$ cat config.mk
export PLATFORM = sky130hd
export DESIGN_NAME = dau_sym_ascii_streamer
export DESIGN_NICKNAME = d
export VERILOG_FILES = /design/src/rtl/dau_sym_ascii_streamer_pkg.sv /design/src/rtl/dau_sym_ascii_streamer_fifo.sv /design/src/rtl/dau_sym_ascii_streamer.sv
export SDC_FILE = /design/constraint.sdc
export NUM_CORES = 1
export LEC_CHECK = 0
export CELL_PAD_IN_SITES_DETAIL_PLACEMENT = 1
export CELL_PAD_IN_SITES_GLOBAL_PLACEMENT = 1
export CORE_MARGIN = 3
export CORE_UTILIZATION = 46
export DETAILED_ROUTE_END_ITERATION = 8
export HOLD_SLACK_MARGIN = 0.08
export PLACE_DENSITY_LB_ADDON = 0.1
export SLEW_MARGIN = 40
export SYNTH_ARGS = -nofsm -noshare
export SYNTH_HDL_FRONTEND = slang
export SYNTH_SLANG_ARGS = --single-unit
export TNS_END_PERCENT = 5
$ cat constraint.sdc
create_clock -name i_clk -period 2.8 [get_ports i_clk]
set_input_delay 0.56 -clock i_clk [delete_from_list [all_inputs] [get_ports i_clk]]
set_output_delay 0.56 -clock i_clk [all_outputs]
set_load 0.005 [all_outputs]
$ cat src/rtl/dau_sym_ascii_streamer_pkg.sv
// rtl/dau_sym_ascii_streamer_pkg.sv - DAU symbol codes, ASCII constants and streamer FSM states
package dau_sym_ascii_streamer_pkg;

   localparam int DAU_SYM_WIDTH = 5;

   localparam logic [DAU_SYM_WIDTH-1:0] SYM_DIGIT_0   = 5'h00;
   localparam logic [DAU_SYM_WIDTH-1:0] SYM_DIGIT_9   = 5'h09;
   // low nibble of PLUS..MINUS equals the low nibble of the ASCII operator
   localparam logic [DAU_SYM_WIDTH-1:0] SYM_PLUS      = 5'h0B;
   localparam logic [DAU_SYM_WIDTH-1:0] SYM_MINUS     = 5'h0D;
   localparam logic [DAU_SYM_WIDTH-1:0] SYM_MUL       = 5'h10;
   localparam logic [DAU_SYM_WIDTH-1:0] SYM_DIV       = 5'h11;
   localparam logic [DAU_SYM_WIDTH-1:0] SYM_SEPARATOR = 5'h12;
   localparam logic [DAU_SYM_WIDTH-1:0] SYM_RESULT    = 5'h13;
   localparam logic [DAU_SYM_WIDTH-1:0] SYM_NEW_LINE  = 5'h14;

   localparam logic [7:0] ASCII_CR    = 8'h0D;
   localparam logic [7:0] ASCII_LF    = 8'h0A;
   localparam logic [7:0] ASCII_QMARK = 8'h3F;
   localparam logic [7:0] ASCII_MUL   = 8'h2A;
   localparam logic [7:0] ASCII_DIV   = 8'h2F;
   localparam logic [7:0] ASCII_SPACE = 8'h20;

   typedef enum logic [1:0] {
      ST_IDLE    = 2'd0,
      ST_SEND    = 2'd1,
      ST_SEND_LF = 2'd2
   } state_e;

   typedef struct packed {
      logic       known;
      logic [7:0] ch;
   } map_t;

endpackage

$ cat src/rtl/dau_sym_ascii_streamer_fifo.sv
// rtl/dau_sym_ascii_streamer_fifo.sv - synchronous FIFO with registered pointers, full/empty/level
module dau_sym_fifo #(
   parameter int DEPTH = 8,
   parameter int WIDTH = 8
) (
   input  logic                       i_clk,
   input  logic                       i_rst_n,
   input  logic                       i_flush,
   input  logic                       i_push,
   input  logic [WIDTH-1:0]           i_wdata,
   input  logic                       i_pop,
   output logic [WIDTH-1:0]           o_rdata,
   output logic                       o_full,
   output logic                       o_empty,
   output logic [$clog2(DEPTH):0]     o_level
);

   localparam int AW = $clog2(DEPTH);

   logic [WIDTH-1:0] mem_q [DEPTH];
   logic [AW:0]      wr_ptr_q, wr_ptr_d;
   logic [AW:0]      rd_ptr_q, rd_ptr_d;
   logic             do_push;
   logic             do_pop;

   // pointers carry one wrap bit so full and empty are distinguishable
   assign o_empty = (wr_ptr_q == rd_ptr_q);
   assign o_full  = (wr_ptr_q[AW] != rd_ptr_q[AW]) && (wr_ptr_q[AW-1:0] == rd_ptr_q[AW-1:0]);
   assign o_level = wr_ptr_q - rd_ptr_q;
   assign o_rdata = mem_q[rd_ptr_q[AW-1:0]];

   assign do_push = i_push && !o_full && !i_flush;
   assign do_pop  = i_pop && !o_empty && !i_flush;

   always_comb begin
      wr_ptr_d = wr_ptr_q;
      rd_ptr_d = rd_ptr_q;
      if (i_flush) begin
         wr_ptr_d = '0;
         rd_ptr_d = '0;
      end else begin
         if (do_push) wr_ptr_d = wr_ptr_q + 1'b1;
         if (do_pop)  rd_ptr_d = rd_ptr_q + 1'b1;
      end
   end

   always_ff @(posedge i_clk or negedge i_rst_n) begin
      if (!i_rst_n) begin
         wr_ptr_q <= '0;
         rd_ptr_q <= '0;
      end else begin
         wr_ptr_q <= wr_ptr_d;
         rd_ptr_q <= rd_ptr_d;
      end
   end

   always_ff @(posedge i_clk) begin
      if (do_push) mem_q[wr_ptr_q[AW-1:0]] <= i_wdata;
   end

endmodule

$ cat src/rtl/dau_sym_ascii_streamer.sv
// rtl/dau_sym_ascii_streamer.sv - buffered DAU symbol to ASCII character streamer
module dau_sym_ascii_streamer
   import dau_sym_ascii_streamer_pkg::*;
#(
   parameter int DEPTH          = 8,
   parameter int CRLF_ON_RESULT = 1,
   parameter int UNKNOWN_MODE   = 0,
   parameter int CNT_WIDTH      = 8
) (
   input  logic                      i_clk,
   input  logic                      i_rst_n,
   input  logic                      i_flush,
   input  logic                      i_sym_valid,
   output logic                      o_sym_ready,
   input  logic [DAU_SYM_WIDTH-1:0]  i_symbol,
   output logic                      o_char_valid,
   input  logic                      i_char_ready,
   output logic [7:0]                o_char,
   output logic [$clog2(DEPTH):0]    o_level,
   output logic                      o_busy,
   output logic [CNT_WIDTH-1:0]      o_drop_cnt
);

   function automatic map_t map_sym(input logic [DAU_SYM_WIDTH-1:0] s);
      map_t r;
      r.known = 1'b1;
      r.ch    = 8'h00;
      if (s >= SYM_PLUS && s <= SYM_MINUS) begin
         r.ch = {4'h2, s[3:0]};
      end else if (s <= SYM_DIGIT_9) begin
         r.ch = {4'h3, s[3:0]};
      end else begin
         case (s)
            SYM_MUL:       r.ch = ASCII_MUL;
            SYM_DIV:       r.ch = ASCII_DIV;
            SYM_SEPARATOR: r.ch = ASCII_SPACE;
            SYM_RESULT:    r.ch = ASCII_CR;
            SYM_NEW_LINE:  r.ch = ASCII_LF;
            default:       r.known = 1'b0;
         endcase
      end
      return r;
   endfunction

   state_e                  state_q, state_d;
   logic [7:0]              char_q, char_d;
   logic                    valid_q, valid_d;
   logic [CNT_WIDTH-1:0]    drop_q, drop_d;

   logic                    fifo_full;
   logic                    fifo_empty;
   logic [DAU_SYM_WIDTH-1:0] fifo_rdata;
   logic                    pop;
   logic                    load;
   logic                    accept;
   map_t                    m;

   dau_sym_fifo #(
      .DEPTH (DEPTH),
      .WIDTH (DAU_SYM_WIDTH)
   ) u_fifo (
      .i_clk   (i_clk),
      .i_rst_n (i_rst_n),
      .i_flush (i_flush),
      .i_push  (i_sym_valid),
      .i_wdata (i_symbol),
      .i_pop   (pop),
      .o_rdata (fifo_rdata),
      .o_full  (fifo_full),
      .o_empty (fifo_empty),
      .o_level (o_level)
   );

   assign o_sym_ready  = !fifo_full;
   assign o_char_valid = valid_q;
   assign o_char       = char_q;
   assign o_busy       = !fifo_empty || valid_q;
   assign o_drop_cnt   = drop_q;
   assign accept       = valid_q && i_char_ready;

   always_comb begin
      state_d = state_q;
      char_d  = char_q;
      valid_d = valid_q;
      drop_d  = drop_q;
      pop     = 1'b0;
      load    = 1'b0;
      m       = map_sym(fifo_rdata);
      if (i_flush) begin
         state_d = ST_IDLE;
         valid_d = 1'b0;
         char_d  = 8'h00;
      end else begin
         case (state_q)
            ST_IDLE: load = 1'b1;
            ST_SEND: begin
               // only RESULT maps to CR, so the presented char identifies it
               if (accept) begin
                  if (CRLF_ON_RESULT != 0 && char_q == ASCII_CR) begin
                     char_d  = ASCII_LF;
                     state_d = ST_SEND_LF;
                  end else begin
                     load = 1'b1;
                  end
               end
            end
            ST_SEND_LF: load = accept;
            default: begin
               state_d = ST_IDLE;
               valid_d = 1'b0;
            end
         endcase

         if (load) begin
            if (!fifo_empty) begin
               pop = 1'b1;
               if (m.known || UNKNOWN_MODE != 0) begin
                  char_d  = m.known ? m.ch : ASCII_QMARK;
                  valid_d = 1'b1;
                  state_d = ST_SEND;
               end else begin
                  valid_d = 1'b0;
                  state_d = ST_IDLE;
                  if (drop_q != '1) drop_d = drop_q + 1'b1;
               end
            end else begin
               valid_d = 1'b0;
               state_d = ST_IDLE;
            end
         end
      end
   end

   always_ff @(posedge i_clk or negedge i_rst_n) begin
      if (!i_rst_n) begin
         state_q <= ST_IDLE;
         char_q  <= 8'h00;
         valid_q <= 1'b0;
         drop_q  <= '0;
      end else begin
         state_q <= state_d;
         char_q  <= char_d;
         valid_q <= valid_d;
         drop_q  <= drop_d;
      end
   end

endmodule

==> metrics.md <==
| Metric | Value |
|---|---|
| Status | `complete, no violations` |
| Width of the die | `roughly 90 um` |
| Worst Hold Class | `reg -> reg` |
| Distinct cell type count after synthesis | `50` |
| Reg-to-Reg End | `o_char[4]` |
| Worst-path fanout max | `8` |
| Syn_nets | `266` |
| Wire length per cell | `approximately 20 um` |
| Vias per cell | `between 5 and 6` |
| Leak Pwr | `between 0.0015 and 0.002 uW` |
| CTS tree | `yes` |
| Post-route ant nets | `0` |
| First-pass GRT wire length | `about 13 mm` |
| Critical path, cell by cell | `ha_1 > a21o_1 > a21oi_1 > xor2_1 > clkdlybuf4s50_1` |
| Compound-Gate Fraction of Synth Area | `0.103` |
| Initial Util | `0.489` |
| Mux cell area share after synthesis | `0.0818` |
| Synth Area in Simple Gates | `0.126` |
| Synth Area per Inst | `between 10 and 15 um^2` |
| Hold Vio Cnt, Final | `0` |
| Dominant synthesized flop cell | `edfxtp_1` |
| Syn Inst Count | `around 250` |
| Most common cell after layout, fill and taps aside | `edfxtp_1` |
| Critical Path Max Stage Delay | `0.53 ns` |
| Setup crit end | `o_level[3]` |
| Slew headroom | `0.646` |
| Crit Reg-Reg Startpoint | `u_fifo.rd_ptr_q[0]` |
| Post-synthesis xor/xnor area fraction | `0.0466` |
| Final setup violation count | `0` |
| Register area | `about 0.0019 mm^2` |
| Total track usage | `0.223` |
| P per Cell Area | `approximately 900 mW/mm^2` |
| RSZ-0062 raised after global routing | `yes` |
| Fmax | `0.364 GHz` |
| Maximum VDD drop | `0.479 mV` |
| Maxcap violations | `0` |
| DP HPWL | `just under 6 mm` |
| Adder-cell share of the synthesized area | `0.0297` |
| Final min period | `~2.7 ns` |
| Ys async rst share | `0.403` |
| CP endpoint kind | `primary output` |
| Mapped Area | `~0.0032 mm^2` |
| Post-synth top area share | `0.376` |
| Number of synthesized flops with an enable pin | `40` |
| Layout cell share with drive strength beyond 1 | `0.232` |
| Die H | `between 80 and 90 um` |
| Cell row count | `29` |
| Synth top area cells | `edfxtp_1 (38%), dfrtp_1 (21%), mux4_2 (4.2%)` |
| Critical path origin | `u_fifo.wr_ptr_q[1]` |
| Setup_tns | `0 ns` |
| Total number of vias | `~2300` |
| Final Hold Slack | `0.493 ns` |
| Period utilisation layout | `0.981` |
| R2r setup slk | `between 0.15 and 0.2 ns` |
| P&R area growth vs syn | `27.1%` |
| N_diodes | `0` |
| Clock slew at reported path FFs | `0.08 ns` |
| Fill cell count | `around 660` |
| Drt pass-1 iters | `4` |
| Pin count of the biggest net entering global routing | `28` |
| Crit-path slowest cell | `clkdlybuf4s50_1` |
| TritonCTS buffer count | `9` |
| Clk buf depth | `2` |
| H-Tree Depth | `3` |
| Num Clock Sinks | `67` |
| GPL Wtd Cong | `slightly above 0.8` |
| Die ar. | `~0.0080 mm^2` |
| Synthesis warning total | `0` |
| Required time of the worst setup path | `between 2 and 2.5 ns` |
| Core area | `about 0.0065 mm^2` |
| Yosys top cell by area | `edfxtp_1` |
| Worst setup SP type | `register` |
| Antenna violations before repair | `0` |
| Worst-Margin Slew | `about 0.53 ns` |
| Vias in the first global route | `between 2000 and 2500` |
| # port buffers | `32` |
| Final-report max-slew violation count | `0` |
| Total routed wirelength | `slightly below 8 mm` |
| Register area share after synthesis | `0.587` |
| Critical Path AT | `~2.2 ns` |
| CTS root buf | `clkbuf_8` |
| Total grt overflow | `0` |
| Drt drc | `0` |
| Multi-input logic area | `0.00126 mm^2` |
| Kind of critical path | `reg -> out` |
| R2R depth | `8` |
| Main combinational cell family by area after synthesis | `simple AND/OR/NAND/NOR gates` |
| NumNets Final | `~340` |
| DRC marker count from the first detailed-route iteration | `120` |
| Clock Latency Late Sink | `0.34 ns` |
| Clock Skew | `between 0.01 and 0.015 ns` |
| Commonest non-fill, non-tap cells in the layout | `edfxtp_1 (40), buf_4 (34), clkdlybuf4s50_1 (31), dfrtp_1 (25), nor2_1 (22)` |
| Ports | `33` |
| Yosys reg bits | `between 60 and 70` |
-- what timing repair did --
item / in CTS / in global routing
setup buffers: 1 / 0
pin swaps: 1 / 0
endpoints found under the hold margin: 0 / 0
setup endpoints to repair: 5 / 7
hold buffers: 0 / 0
gates resized for setup: 6 / 4
-- cell usage after synthesis, types with 5 or more instances --
cell,number
xnor2_1,6
xor2_1,11
nand3_1,11
o21ai_0,5
ha_1,6
a21oi_1,13
edfxtp_1,40
mux4_2,6
nor3_1,12
dfrtp_1,27
inv_1,11
nor2_1,22
nand2_1,16
-- worst max-delay path: cells and delay by family (launching register included) --
kind	cells	cell delay, ns
compound gates	2	0.35
xor+xnor	1	0.19
fa+ha+maj	1	0.31
buf+inv	1	0.53
flops	1	0.47
-- area by class of cell --
class,count,area share
Sequential cell,67,0.463
Multi-Input combinational cell,163,0.311
Timing Repair Buffer,66,0.141
Clock buffer,10,0.0339
Tap cell,77,0.0237
Clock inverter,6,0.0176
Inverter,11,0.0102
-- how the worst min path moves through the flow --
stage                             start       endpoint  slack, ns  cells after the start
final                     o_drop_cnt[4]  o_drop_cnt[4]       0.49                      1
after global routing      o_drop_cnt[5]  o_drop_cnt[5]       0.54                      1
after CTS                 o_drop_cnt[4]  o_drop_cnt[4]       0.50                      1
after detailed placement  o_drop_cnt[4]  o_drop_cnt[4]       0.49                      1
after global placement    o_drop_cnt[4]  o_drop_cnt[4]       0.47                      1
after floorplan                 i_rst_n      o_char[0]       0.26                      0
-- kinds of logic after synthesis --
kind of cell	count (synthesis)
adders and majority gates	7
xor gates and xnor gates	17
DFF	67
buffers and inverters	19
AOI/OAI and AO/OA	45
muxes	12
and+or+nand+nor	82
-- power by group --
part	total [uW]	internal, uW	switching, uW	leakage, uW
logic	1570	783	782	0.000789
registers	1240	1140	97.4	0.000723
clock network	842	443	399	0.0000995
total	3650	2370	1280	0.00161
-- state kept, by name (all words and copies together), names as in the netlist --
signal / count
o_char: 8
o_char_valid: 1
o_drop_cnt: 8
state_q: 2
u_fifo.mem_q: 40
u_fifo.rd_ptr_q: 4
u_fifo.wr_ptr_q: 4
-- per-stage QoR --
stage	util	cell area, um^2	instances	setup WS (ns)	total power [uW]
2_1_floorplan	-	3200	249	0.349	2070
3_3_place_gp	0.585	3820	383	0.132	2730
3_5_place_dp	0.585	3820	383	0.0183	2780
4_1_cts	0.620	4050	400	0.0233	3660
5_1_grt	0.622	4060	400	-0.0244	3880
6_report	0.622	4060	400	0.0536	3650
-- routing by layer --
layer | share of wire | track usage | vias up
met2 | 0.52 | 0.366 | 28
met4 | 0.020 | 0.0947 | 0
li1 | - | - | 1070
met5 | 0 | 0 | -
met3 | 0.027 | 0.0396 | 12
met1 | 0.44 | 0.292 | 1189
(Power assumes the default switching activity.)
